[src/rtl/rx_bit_timer_gen.sv]
// Receiver bit timer: per-bit shift strobes (optional mid-bit first sample) and an end-of-packet pulse.
// Define RX_TIMER_PARITY_EN to add the parity_en_i port and one parity slot ahead of the stop bit(s).
module rx_bit_timer_gen #(
    parameter int CNT_W      = 14,
    parameter int SIZE_W     = 4,
    parameter int DEF_PERIOD = 10,
    parameter int DEF_SIZE   = 8
) (
    input  logic              clk_i,
    input  logic              rst_i,
    input  logic              enable_timer_i,
    input  logic [CNT_W-1:0]  bit_period_i,
    input  logic [SIZE_W-1:0] data_size_i,
    input  logic              two_stop_i,
    input  logic              mid_sample_i,
`ifdef RX_TIMER_PARITY_EN
    input  logic              parity_en_i,
`endif
    output logic              shift_enable_o,
    output logic              packet_done_o,
    output logic [SIZE_W+1:0] bit_index_o,
    output logic              busy_o
);

    localparam int NW = SIZE_W + 2;
    // One extra bit so P + P/2 never wraps.
    localparam int TW = CNT_W + 1;

    typedef enum logic [1:0] {IDLE, FIRST, RUN, DONE} state_e;

    state_e            state_q, state_d;
    logic [CNT_W-1:0]  period_q, period_d;
    logic [TW-1:0]     tfirst_q, tfirst_d;
    logic [NW-1:0]     nbits_q, nbits_d;
    logic [TW-1:0]     cnt_q, cnt_d;
    logic [NW-1:0]     idx_q, idx_d;
    logic              shift_q, shift_d;
    logic              done_q, done_d;
    logic              busy_q, busy_d;

    logic [CNT_W-1:0]  p_sel, p_eff;
    logic [SIZE_W-1:0] d_sel;
    logic [NW-1:0]     n_new;
    logic [TW-1:0]     t_new;
    logic [TW-1:0]     cnt_inc;
    logic              last_bit;

    // Frame configuration as it would be latched at the start edge.
    always_comb begin
        p_sel = (bit_period_i == '0) ? CNT_W'(DEF_PERIOD) : bit_period_i;
        p_eff = (p_sel == CNT_W'(1)) ? CNT_W'(2) : p_sel;
        d_sel = (data_size_i == '0) ? SIZE_W'(DEF_SIZE) : data_size_i;
        n_new = NW'(d_sel) + NW'(1) + NW'(two_stop_i);
`ifdef RX_TIMER_PARITY_EN
        n_new = n_new + NW'(parity_en_i);
`endif
        t_new = mid_sample_i ? (TW'(p_eff) + TW'(p_eff >> 1)) : TW'(p_eff);
    end

    assign cnt_inc  = cnt_q + TW'(1);
    // Strobes are at least two cycles apart, so idx_q is settled whenever a strobe fires.
    assign last_bit = ((idx_q + NW'(1)) == nbits_q);

    always_comb begin
        state_d  = state_q;
        period_d = period_q;
        tfirst_d = tfirst_q;
        nbits_d  = nbits_q;
        cnt_d    = cnt_q;
        shift_d  = 1'b0;
        done_d   = 1'b0;
        idx_d    = idx_q + NW'(shift_q);

        case (state_q)
            IDLE: begin
                cnt_d = '0;
                if (enable_timer_i) begin
                    state_d  = FIRST;
                    period_d = p_eff;
                    tfirst_d = t_new;
                    nbits_d  = n_new;
                end
            end
            FIRST: begin
                if (!enable_timer_i) begin
                    state_d = IDLE;
                    cnt_d   = '0;
                end else if (cnt_inc == tfirst_q) begin
                    shift_d = 1'b1;
                    cnt_d   = '0;
                    state_d = last_bit ? DONE : RUN;
                end else begin
                    cnt_d = cnt_inc;
                end
            end
            RUN: begin
                if (!enable_timer_i) begin
                    state_d = IDLE;
                    cnt_d   = '0;
                end else if (cnt_inc == TW'(period_q)) begin
                    shift_d = 1'b1;
                    cnt_d   = '0;
                    state_d = last_bit ? DONE : RUN;
                end else begin
                    cnt_d = cnt_inc;
                end
            end
            DONE: begin
                cnt_d  = '0;
                // The final strobe is still visible on shift_q during the first DONE cycle.
                done_d = shift_q;
                if (!enable_timer_i) state_d = IDLE;
            end
            default: begin
                state_d = IDLE;
                cnt_d   = '0;
            end
        endcase

        if (state_d == IDLE) idx_d = '0;
        busy_d = (state_d == FIRST) || (state_d == RUN);
    end

    always_ff @(posedge clk_i) begin
        if (rst_i) begin
            state_q  <= IDLE;
            period_q <= '0;
            tfirst_q <= '0;
            nbits_q  <= '0;
            cnt_q    <= '0;
            idx_q    <= '0;
            shift_q  <= 1'b0;
            done_q   <= 1'b0;
            busy_q   <= 1'b0;
        end else begin
            state_q  <= state_d;
            period_q <= period_d;
            tfirst_q <= tfirst_d;
            nbits_q  <= nbits_d;
            cnt_q    <= cnt_d;
            idx_q    <= idx_d;
            shift_q  <= shift_d;
            done_q   <= done_d;
            busy_q   <= busy_d;
        end
    end

    assign shift_enable_o = shift_q;
    assign packet_done_o  = done_q;
    assign bit_index_o    = idx_q;
    assign busy_o         = busy_q;

endmodule

[config.mk]
export PLATFORM = sky130hd
export DESIGN_NAME = rx_bit_timer_gen
export DESIGN_NICKNAME = d
export VERILOG_FILES = /design/src/rtl/rx_bit_timer_gen.sv
export SDC_FILE = /design/constraint.sdc
export NUM_CORES = 1
export LEC_CHECK = 0
export ABC_AREA = 1
export CAP_MARGIN = 20
export CORE_UTILIZATION = 65
export DETAILED_ROUTE_END_ITERATION = 7
export GPL_TIMING_DRIVEN = 0
export PLACE_DENSITY = 0.87
export SYNTH_ARGS = -nofsm -noshare
export SYNTH_HDL_FRONTEND = slang
export SYNTH_SLANG_ARGS = --single-unit
[constraint.sdc]
create_clock -name clk_i -period 6.8 [get_ports clk_i]
set_input_delay 2.04 -clock clk_i [delete_from_list [all_inputs] [get_ports clk_i]]
set_output_delay 2.04 -clock clk_i [all_outputs]
set_load 0.05 [all_outputs]
==> results.toml <==
[yosys]
synth_nets = 783
yosys.area.top_type = "dfxtp_1"
seq_area_frac_synth = 0.262
synth-seq-cells = 60
yosysWarningCount = 0
yosysTopAreaCellShare = 0.262
netlist_area_mm2 = 0.00458
yosys.cell_types.count = 42
synthCells = 736
syn_avg_cell_area_um2 = 6.23
synth_area_leaders = "dfxtp_1 26%, nand2_1 15%, nand3_1 8.3%, inv_1 8.2%, a21oi_1 6.8%"

[clocking]
htree_levels = 3
cts_buffer_depth = 2
cts-root-buf = "clkbuf_8"
cts.reportedPaths.clkPinSlew_ns = 0.08
cts.sinks = 60
clk_latency_ns = 0.35
tritoncts = "done"
postCtsSetupRepairBufs = 0
post_cts_resized = 0
cts_hold_buf = 0
cts_made_buffers = 9

[timing]
setup_viol = 0
skew_ns = 0.0133
rsz0062_at_grt = "no"
slew_headroom = 0.601
finalCriticalPeriod_ns = 4.84
whs_ns = 0.476
slew_viol_final = 0
min_period_over_period = 0.712
hold_viol = 0
finalSetupTns_ns = 0
fmax_ghz = 0.207
worstMarginPinSlew_ns = 0.597

[global_routing]
grt_start_max_net_pins = 11
grt-ovfl-total = 0
antenna_found_initial = 0
grt.total_usage = 0.355
grt_pass1_wl_mm = 20.5
grt_pass1_vias = 4525

[floorplanning]
rows = 30
initial_core_util = 0.675
fp.dieW_um = 86.0
io_pins = 32
dieArea_mm2 = 0.00739
die_y_um = 86.0
fp.coreArea_mm2 = 0.00679

[routing]
ant_nets = 0
drt-total-wl_mm = 12.5
drt_first_pass_iters = 7
drc = 0
viasPerCell = 5.63
routedWlPerCell_um = 14.3
vias = 4941
dr.first_iter.drc_count = 303

[setup_path]
end_kind = "flip-flop"
critPathBufInv = 3
path_class = "primary input to flip-flop"
worstSetupEndpoint = "tfirst_q[11]$_SDFFE_PP0P_"
cp_max_fo = 4
r2r_slack_ns = 3.46
crit_top_cell = "nand2_1"
cp.required_ns = 7.02
critical-path-max-stage-delay_ns = 0.48
cp.arrival_ns = 5.06
cp.depth = 21
setup.worst_path.start = "bit_period_i[8]"
critPathSlowestCell = "clkdlybuf4s50_1"
reg2reg_from = "cnt_q[0]$_SDFF_PP0_"
critPathLaunchType = "primary input"
crit_chain = "clkdlybuf4s50_1, inv_1, nand2_1, nor2_1, nand2_1, nand2_1, inv_1, ha_1, nand4_1, nand2_1, ha_1, a21o_1, nand2_1, nand2_1, nand3_1, nand2_1, nand2_1, nand3_1, nand2_1, o21ai_0, a21oi_1"
rr_endpoint = "bit_index_o[2]$_SDFF_PP0_"
worstRegToRegCells = 20
cp_top_family = "simple AND/OR/NAND/NOR gates"

[cells_and_area]
final_area_mm2 = 0.00521
antenna-diode-count = 0
fin_nets = 824
area_delta_synth_final_pct = 13.6
final_util = 0.766
drive_gt1_frac = 0.0614

[place]
hpwl_mm = 9.74
place_area_mm2 = 0.00500
routabilityCongestion = 0.946
io_buffers = 30

[status]
status = "finished clean"

[pwr]
power.density_mw_per_mm2 = 209
p_leak_uw = 0.00244
vdd_ir_drop_max_v = 0.000102

[run]
drv_cap = 0

[worst_hold_path]
min_path_type = "flip-flop to flip-flop"
cell type report:
type	count	area (um2)
buffer	30	125
multi-input combinational	544	2870
inverter	102	385
clock inverter	4	47.5
timing repair buffer	30	300
sequential	60	1200
tap	96	120
fill	560	1590
clock buffer	12	155
tightest hold or removal path, cell delays in order (launching register included):
cell and delay [ns]:
dfxtp_1 0.33, nand2_1 0.07, nor2_1 0.04
cells in the mapped netlist (all sizes together):
cell	instances
a21o	1
fa	1
buf	2
a21boi	1
nand3b	12
nor2	78
nand4	17
o211ai	5
o21bai	2
nand2	191
o21ai	36
nor3b	1
nand3	76
nor3	11
xor2	7
xnor2	7
a211oi	1
a22oi	1
xnor3	1
o31ai	1
clkbuf	28
and2	1
a21oi	62
or2	5
a31oi	2
o211a	1
ha	23
dfxtp	60
inv	102
cell families (layout without fill, tap and decap cells):
| logic type | count (synthesis) | in the layout | share of synthesized area |
|---|---|---|---|
| and+or+nand+nor | 392 | 392 | 0.394 |
| buffers and inverters | 132 | 178 | 0.111 |
| AOI/OAI and AO/OA | 113 | 113 | 0.134 |
| DFF | 60 | 60 | 0.262 |
| adders and majority gates | 24 | 24 | 0.0672 |
| xor gates and xnor gates | 15 | 15 | 0.0317 |
flip-flops by register name, summed over array words and instances (netlist names):
| register | flops |
|---|---|
| bit_index_o | 6 |
| state_q | 2 |
| shift_enable_o | 1 |
| busy_o | 1 |
| packet_done_o | 1 |
| nbits_q | 5 |
| cnt_q | 15 |
| tfirst_q | 15 |
| period_q | 14 |
routing by layer:
| metal | part of all wire | track usage | vias to the layer above |
|---|---|---|---|
| met5 | 0 | 0 | - |
| met4 | 0.027 | 0.135 | 0 |
| met3 | 0.055 | 0.0741 | 34 |
| met2 | 0.48 | 0.610 | 182 |
| met1 | 0.44 | 0.435 | 2258 |
| li1 | - | - | 2467 |
layout by cell type (no fill, tap or decap), types with 2 or more instances in the layout:
master	n
nand2_2	6
nor2_2	5
nand2_1	184
clkinv_2	2
nor2_8	2
nor2_1	68
nand3_1	76
nand4_1	15
clkdlybuf4s50_1	30
inv_1	100
clkbuf_1	28
clkbuf_8	11
xnor2_1	7
nor2_4	3
o21ai_0	35
a21oi_1	62
nand3b_1	12
nand4_2	2
xor2_1	7
nor3_1	8
ha_1	23
nor3_2	3
or2_2	5
o211ai_1	5
dfxtp_1	60
a31oi_1	2
metrics by stage:
step / cells / setup WS, ns / total power [uW]
5_1_grt: 878 / 1.65 / 1150
6_report: 878 / 1.96 / 1090
3_3_place_gp: 862 / 1.71 / 727
3_5_place_dp: 862 / 1.62 / 740
4_1_cts: 878 / 1.98 / 1080
2_1_floorplan: 736 / 2.69 / 649
how the worst min path moves through the flow:
stage,startpoint,end,slack (ns),cells after the start
finish,shift_enable_o$_SDFF_PP0_,packet_done_o$_SDFF_PP0_,0.48,2
floorplan,period_q[12]$_SDFFE_PP0P_,period_q[12]$_SDFFE_PP0P_,0.44,2
global placement,shift_enable_o$_SDFF_PP0_,packet_done_o$_SDFF_PP0_,0.45,2
CTS,shift_enable_o$_SDFF_PP0_,packet_done_o$_SDFF_PP0_,0.48,2
global route,shift_enable_o$_SDFF_PP0_,packet_done_o$_SDFF_PP0_,0.49,2
detailed placement,period_q[13]$_SDFFE_PP0P_,period_q[13]$_SDFFE_PP0P_,0.47,2
power breakdown:
part | switching, uW | internal (uW) | total [uW]
sequential | 27.8 | 385 | 413
clock | 155 | 188 | 343
combinational | 213 | 120 | 333
total | 396 | 693 | 1090
No activity file was read; power rests on OpenSTA's default activity.
